[config.mk]
export PLATFORM = sky130hd
export DESIGN_NAME = tile_map_renderer
export DESIGN_NICKNAME = d
export VERILOG_FILES = /design/src/rtl/tile_map_renderer_pkg.sv /design/src/rtl/tile_map_ram.sv /design/src/rtl/tile_map_renderer.sv
export SDC_FILE = /design/constraint.sdc
export NUM_CORES = 1
export LEC_CHECK = 0
export ABC_AREA = 1
export CAP_MARGIN = 20
export CORE_MARGIN = 1.5
export CORE_UTILIZATION = 35
export DETAILED_ROUTE_END_ITERATION = 7
export GPL_ROUTABILITY_DRIVEN = 1
export SYNTH_ARGS = -nofsm -noshare
export SYNTH_HDL_FRONTEND = slang
export SYNTH_SLANG_ARGS = --single-unit
export TNS_END_PERCENT = 10
[constraint.sdc]
create_clock -name CLOCK_50 -period 32.5 [get_ports CLOCK_50]
set_clock_uncertainty 0.15 [all_clocks]
set_input_delay 4.875 -clock CLOCK_50 [delete_from_list [all_inputs] [get_ports CLOCK_50]]
set_output_delay 4.875 -clock CLOCK_50 [all_outputs]
set_load 0.005 [all_outputs]
[src/rtl/tile_map_renderer_pkg.sv]
// Shared constants for the tile map renderer: cell codes, colours and grid geometry.
package tile_map_renderer_pkg;

   localparam int COLS         = 20;
   localparam int ROWS         = 15;
   localparam int CELL_LOG2    = 5;
   localparam int ROBOT_MARGIN = 4;

   typedef enum logic [1:0] {
      CELL_EMPTY = 2'd0,
      CELL_WALL  = 2'd1,
      CELL_DIRT  = 2'd2,
      CELL_ROBOT = 2'd3
   } cell_code_e;

   localparam logic [2:0] RGB_BLACK  = 3'b000;
   localparam logic [2:0] RGB_BLUE   = 3'b001;
   localparam logic [2:0] RGB_YELLOW = 3'b110;
   localparam logic [2:0] RGB_RED    = 3'b100;
   localparam logic [2:0] RGB_WHITE  = 3'b111;

   typedef enum logic {
      ST_IDLE  = 1'b0,
      ST_CLEAR = 1'b1
   } wr_state_e;

endpackage

[src/rtl/tile_map_ram.sv]
// Simple dual-port cell map RAM: one write port, one registered read port.
// A read colliding with a write to the same address returns the old contents.
module tile_map_ram #(
   parameter int DEPTH  = 300,
   parameter int ADDR_W = 9,
   parameter int DATA_W = 2
) (
   input  logic              clk,
   input  logic              we,
   input  logic [ADDR_W-1:0] waddr,
   input  logic [DATA_W-1:0] wdata,
   input  logic              re,
   input  logic [ADDR_W-1:0] raddr,
   output logic [DATA_W-1:0] rdata
);

   logic [DATA_W-1:0] mem [DEPTH];
   logic [DATA_W-1:0] rdata_q;

   always_ff @(posedge clk) begin
      if (we) begin
         mem[waddr] <= wdata;
      end
      if (re) begin
         rdata_q <= mem[raddr];
      end
   end

   assign rdata = rdata_q;

endmodule

[src/rtl/tile_map_renderer.sv]
// Tile map pixel generator: map RAM with write/clear FSM, a two-tick render
// pipeline producing 3-bit RGB, and a frame-counting robot blink timer.
module tile_map_renderer
   import tile_map_renderer_pkg::*;
#(
   parameter int COLS       = tile_map_renderer_pkg::COLS,
   parameter int ROWS       = tile_map_renderer_pkg::ROWS,
   parameter int CELL_LOG2  = tile_map_renderer_pkg::CELL_LOG2,
   parameter int BLINK_LOG2 = 5,
   parameter bit GRID_LINES = 1'b1
) (
   input  logic       CLOCK_50,
   input  logic       reset,
   input  logic       p_tick,
   input  logic       video_on,
   input  logic [9:0] pix_x,
   input  logic [9:0] pix_y,
   input  logic       wr_en,
   input  logic [4:0] wr_col,
   input  logic [3:0] wr_row,
   input  logic [1:0] wr_data,
   output logic       wr_ack,
   input  logic       clear,
   output logic       busy,
   output logic [2:0] graph_rgb,
   output logic       video_on_d
);

   localparam int CELLS   = COLS * ROWS;
   localparam int ADDR_W  = $clog2(CELLS);
   localparam int CELL_PX = 1 << CELL_LOG2;
   localparam int BW      = BLINK_LOG2 + 1;

   wr_state_e             state_q, state_d;
   logic [ADDR_W-1:0]     cnt_q, cnt_d;
   logic                  wr_ack_q, wr_ack_d;
   logic                  ram_we;
   logic [ADDR_W-1:0]     ram_waddr;
   logic [1:0]            ram_wdata;

   logic [9:0]            cell_col, cell_row;
   logic                  in_range;
   logic                  rd_en;
   logic [ADDR_W-1:0]     rd_addr;
   logic [1:0]            rd_data;

   logic                  s1_vid_q, s1_vid_d;
   logic                  s1_in_range_q, s1_in_range_d;
   logic [CELL_LOG2-1:0]  s1_off_x_q, s1_off_x_d;
   logic [CELL_LOG2-1:0]  s1_off_y_q, s1_off_y_d;
   logic [2:0]            rgb_q, rgb_d;
   logic                  vod_q, vod_d;
   logic [BW-1:0]         blink_q, blink_d;
   logic [2:0]            pix_rgb;

   function automatic logic in_body(input logic [CELL_LOG2-1:0] off);
      return (off >= CELL_LOG2'(ROBOT_MARGIN)) &&
             (off <= CELL_LOG2'(CELL_PX - 1 - ROBOT_MARGIN));
   endfunction

   // Write / clear FSM; clear takes priority over a simultaneous write.
   always_comb begin
      state_d   = state_q;
      cnt_d     = cnt_q;
      wr_ack_d  = 1'b0;
      ram_we    = 1'b0;
      ram_waddr = cnt_q;
      ram_wdata = CELL_EMPTY;
      case (state_q)
         ST_IDLE: begin
            if (clear) begin
               state_d = ST_CLEAR;
               cnt_d   = '0;
            end else if (wr_en && (wr_col < 5'(COLS)) && (wr_row < 4'(ROWS))) begin
               ram_we    = 1'b1;
               ram_waddr = ADDR_W'(wr_row) * ADDR_W'(COLS) + ADDR_W'(wr_col);
               ram_wdata = wr_data;
               wr_ack_d  = 1'b1;
            end
         end
         ST_CLEAR: begin
            ram_we = 1'b1;
            if (cnt_q == ADDR_W'(CELLS - 1)) begin
               state_d = ST_IDLE;
               cnt_d   = '0;
            end else begin
               cnt_d = cnt_q + ADDR_W'(1);
            end
         end
         default: state_d = ST_CLEAR;
      endcase
      if (reset) begin
         ram_we = 1'b0;
      end
   end

   assign cell_col = pix_x >> CELL_LOG2;
   assign cell_row = pix_y >> CELL_LOG2;
   assign in_range = (cell_col < 10'(COLS)) && (cell_row < 10'(ROWS));
   assign rd_addr  = ADDR_W'(cell_row) * ADDR_W'(COLS) + ADDR_W'(cell_col);
   assign rd_en    = p_tick && in_range;

   tile_map_ram #(
      .DEPTH  (CELLS),
      .ADDR_W (ADDR_W),
      .DATA_W (2)
   ) u_ram (
      .clk   (CLOCK_50),
      .we    (ram_we),
      .waddr (ram_waddr),
      .wdata (ram_wdata),
      .re    (rd_en),
      .raddr (rd_addr),
      .rdata (rd_data)
   );

   // S2 colour decision from the stage-1 latches and the RAM word read at S1.
   always_comb begin
      pix_rgb = RGB_BLACK;
      if (s1_vid_q && s1_in_range_q) begin
         if (GRID_LINES && ((s1_off_x_q == '0) || (s1_off_y_q == '0))) begin
            pix_rgb = RGB_WHITE;
         end else begin
            case (rd_data)
               CELL_WALL:  pix_rgb = RGB_BLUE;
               CELL_DIRT:  pix_rgb = RGB_YELLOW;
               CELL_ROBOT: begin
                  if (in_body(s1_off_x_q) && in_body(s1_off_y_q) && blink_q[BLINK_LOG2]) begin
                     pix_rgb = RGB_RED;
                  end
               end
               default:    pix_rgb = RGB_BLACK;
            endcase
         end
      end
   end

   always_comb begin
      s1_vid_d      = s1_vid_q;
      s1_in_range_d = s1_in_range_q;
      s1_off_x_d    = s1_off_x_q;
      s1_off_y_d    = s1_off_y_q;
      rgb_d         = rgb_q;
      vod_d         = vod_q;
      blink_d       = blink_q;
      if (p_tick) begin
         s1_vid_d      = video_on;
         s1_in_range_d = in_range;
         s1_off_x_d    = pix_x[CELL_LOG2-1:0];
         s1_off_y_d    = pix_y[CELL_LOG2-1:0];
         rgb_d         = pix_rgb;
         vod_d         = s1_vid_q;
         if ((pix_x == '0) && (pix_y == '0)) begin
            blink_d = blink_q + BW'(1);
         end
      end
   end

   always_ff @(posedge CLOCK_50) begin
      if (reset) begin
         state_q       <= ST_CLEAR;
         cnt_q         <= '0;
         wr_ack_q      <= 1'b0;
         s1_vid_q      <= 1'b0;
         s1_in_range_q <= 1'b0;
         s1_off_x_q    <= '0;
         s1_off_y_q    <= '0;
         rgb_q         <= RGB_BLACK;
         vod_q         <= 1'b0;
         blink_q       <= '0;
      end else begin
         state_q       <= state_d;
         cnt_q         <= cnt_d;
         wr_ack_q      <= wr_ack_d;
         s1_vid_q      <= s1_vid_d;
         s1_in_range_q <= s1_in_range_d;
         s1_off_x_q    <= s1_off_x_d;
         s1_off_y_q    <= s1_off_y_d;
         rgb_q         <= rgb_d;
         vod_q         <= vod_d;
         blink_q       <= blink_d;
      end
   end

   assign wr_ack     = wr_ack_q;
   assign busy       = (state_q == ST_CLEAR);
   assign graph_rgb  = rgb_q;
   assign video_on_d = vod_q;

endmodule

==> results_dict.tcl <==
set metrics [dict create \
    status "finished, final reports clean" \
    drive_above_1_share 0.0766 \
    ant_nets 0 \
    grt_pass1_vias 19044 \
    end_kind "register" \
    hold_class "register to register" \
    setup-tns-final_ns 0 \
    final_area_um2 31800 \
    synth_nets 2781 \
    rsz0062_at_grt "false" \
    post_cts_buffers 0 \
    min_path_cells 1 \
    die_area_um2 83100 \
    setup-violations-final 0 \
    min_to "blink_q[4]" \
    ys.flop_type "edfxtp_1" \
    cp_slowest_stage_delay_ns 0.70 \
    die_w_um 288 \
    postSynthCellCount 2722 \
    core-area_um2 80500 \
    holdBufCountCts 0 \
    crit_fanout 16 \
    hpwl_um 37400 \
    antenna_found_initial 1 \
    grt_pass1_wl_um 110000 \
    min-delay-start "blink_q[4]" \
    synthAdderAreaFrac 0.0107 \
    portBuffers 42 \
    drv_cap 0 \
    power.total_mw 1.78 \
    timing.final.max_slew_violations 0 \
    ios 43 \
    irDropWorstVdd_mv 0.0464 \
    power_density_nw_per_um2 56.0 \
    drtIter0Drc 1647 \
    vias 19485 \
    die_height_um 288 \
    placed_cell_area_um2 29700 \
    crit_slowest_cell "nand2_1" \
    synth_xor_area_frac 0.00395 \
    tritoncts "yes" \
    rr_endpoint "u_ram.mem[195][1]" \
    grt_usage 0.174 \
    drt-vias-per-instance 5.13 \
    ctsResizeCount 0 \
    clkSlewWorstSetupHoldPaths_ns 0.05 \
    cpMostUsedCell "nand2_1" \
    netlist_area_um2 28500 \
    reg2reg_setup_slack_ns 29.05 \
    period_share 0.270 \
    n_fill_cell 7682 \
    num_rows 104 \
    cts_made_buffers 70 \
    route.detailed.drc 0 \
    n_antenna_cell 0 \
    synth_compound_area_frac 0.0557 \
    required_ns 32.63 \
    synth-simple-area-share 0.222 \
    r2r-start "busy" \
    slew_headroom 0.242 \
    clk_latency_ns 0.60 \
    path_cells "clkdlybuf4s50_1 > ha_1 > ha_1 > fa_1 > xor2_1 > nand3_1 > xor2_1 > nand2_1 > o21ai_1 > nand2_1 > nor2_1 > nand2_1 > nor2_1" \
    muxShareOfSynthArea 0 \
    syn_avg_cell_area_um2 10.5 \
    path_class "input port to register" \
    ff2ff_path_depth 8 \
    grt-ovfl-total 0 \
    synth_edf_count 602 \
    ys_ff_latch 635 \
    synth_cell_types 51 \
    critPathLaunchType "input port" \
    max_freq_ghz 0.114 \
    period_minus_slack_ns 8.77 \
    hold_violations 0 \
    cts-root-buf "clkbuf_16" \
    nets 2745 \
    drtPass1Iterations 7 \
    clockBufferDepth 3 \
    synth_top_family_by_area "simple AND/OR/NAND/NOR gates" \
    async_reset_ff_frac 0 \
    leakage_nw 11.3 \
    clock-sinks 635 \
    preCtsSetupSlack_ns 23.25 \
    grt_start_max_net_pins 206 \
    yosysSeqAreaShare 0.658 \
    start_util 0.354 \
    syn2layout_area_growth_pct 11.8 \
    worstPathArrival_ns 8.90 \
    tightest_slew_ns 1.14 \
    totalWireLength_um 72100 \
    wire_per_inst_um 19.0 \
    yosysWarnings 0 \
    setup_slack_ns 23.73 \
    htreeDepth 3 \
    gp_congestion 0.803 \
]
## synthesized netlist by cell type, types with 3 or more instances
master	count	area, µm²
nor4_1	6	37.5
nor2_4	3	33.8
xnor2_1	4	35.0
xor2_1	7	61.3
fa_1	4	80.1
nor3_1	3	15.0
nand2_1	555	2080
nand4_1	4	25.0
o21ai_4	3	48.8
inv_1	157	589
nand2_4	13	146
o211ai_1	58	435
nand2_2	3	18.8
inv_2	8	30.0
a211oi_1	4	30.0
buf_2	32	160
nor2_2	52	325
nor3_4	4	65.1
o21ai_2	3	26.3
buf_6	13	146
o221ai_1	13	114
nor2_1	449	1690
buf_1	26	97.6
nand3_1	356	1780
dfxtp_1	33	661
clkbuf_1	96	360
a21oi_1	31	155
o21ai_1	3	15.0
o21ai_0	127	636
edfxtp_1	602	18100
ha_1	18	225
o22ai_1	8	50.1
## through the flow
step                utilization  cells  hold slack, ns
finish                    0.395   3800           0.299
CTS                       0.395   3800           0.303
global route              0.395   3800           0.327
global placement          0.368   3674           0.286
detailed placement        0.368   3674           0.295
floorplan                     -   2722           0.272
## layout make-up
| class | instances | area [µm²] | share of cell area |
|---|---|---|---|
| multi-input cells | 1751 | 8360 | 0.263 |
| flip-flops and latches | 635 | 18700 | 0.589 |
| well taps | 1060 | 1330 | 0.0417 |
| inverters | 169 | 649 | 0.0204 |
| clock buffers | 95 | 1910 | 0.0599 |
| repair buffers | 59 | 588 | 0.0185 |
| clock inverters | 31 | 255 | 0.00802 |
## kinds of logic after synthesis
group | count (synthesis)
AO/OA/AOI/OAI | 259
adder cells (fa/ha/maj) | 22
buffers and inverters | 336
AND/OR/NAND/NOR | 1458
XOR/XNOR | 12
flip-flops | 635
## report_power, final
part | switching [mW] | internal, mW
clock network | 0.310 | 0.443
logic | 0.103 | 0.0419
registers | 0.00134 | 0.884
## metal layers
layer,vias to the layer above,wire length [µm],global-route usage
met5,-,13,0
met4,2,1940,0.0556
met3,139,4750,0.0331
met2,565,34800,0.295
met1,9506,30600,0.226
li1,9273,-,-
## layout by cell type, fill, tap and decap left out, types with 7 or more instances in the layout
cell and instances:
edfxtp_1 602, ha_1 17, inv_1 156, o211ai_1 58, o21ai_0 127, dfxtp_1 33
nand3_1 356, nand2_1 555, o221ai_1 13, clkbuf_1 21, xor2_1 7, nand2_4 13
clkbuf_16 72, a21oi_1 31, clkinv_1 21, buf_4 15, nor2_2 52, clkdlybuf4s50_1 40
nor2_1 447, o22ai_1 8
## critical path: cells and delay by family
kind | cells | cell delay (ns)
AO/OA/AOI/OAI | 1 | 0.17
buffers and inverters | 1 | 0.50
adder cells (fa/ha/maj) | 3 | 0.95
XOR/XNOR | 2 | 0.40
AND/OR/NAND/NOR | 6 | 2.01
## worst max-delay path by stage
stage / cells past startpoint / to / start
4_1_cts: 13 / u_ram.mem[195][1] / wr_row[3]
3_3_place_gp: 13 / u_ram.mem[205][0] / wr_row[3]
2_1_floorplan: 6 / u_ram.mem[0][0] / wr_col[3]
3_5_place_dp: 13 / u_ram.mem[195][0] / wr_row[3]
5_1_grt: 13 / u_ram.mem[195][1] / wr_row[3]
6_report: 13 / u_ram.mem[195][1] / wr_row[1]
## registers in the layout, summed over array words and instances (netlist names)
name	count
u_ram.mem	600
cnt_q	9
blink_q	6
s1_off_x_q	5
s1_off_y_q	5
graph_rgb	3
u_ram.rdata	2
busy	1
s1_in_range_q	1
s1_vid_q	1
video_on_d	1
wr_ack	1
No activity file was read; power rests on OpenSTA's default activity.
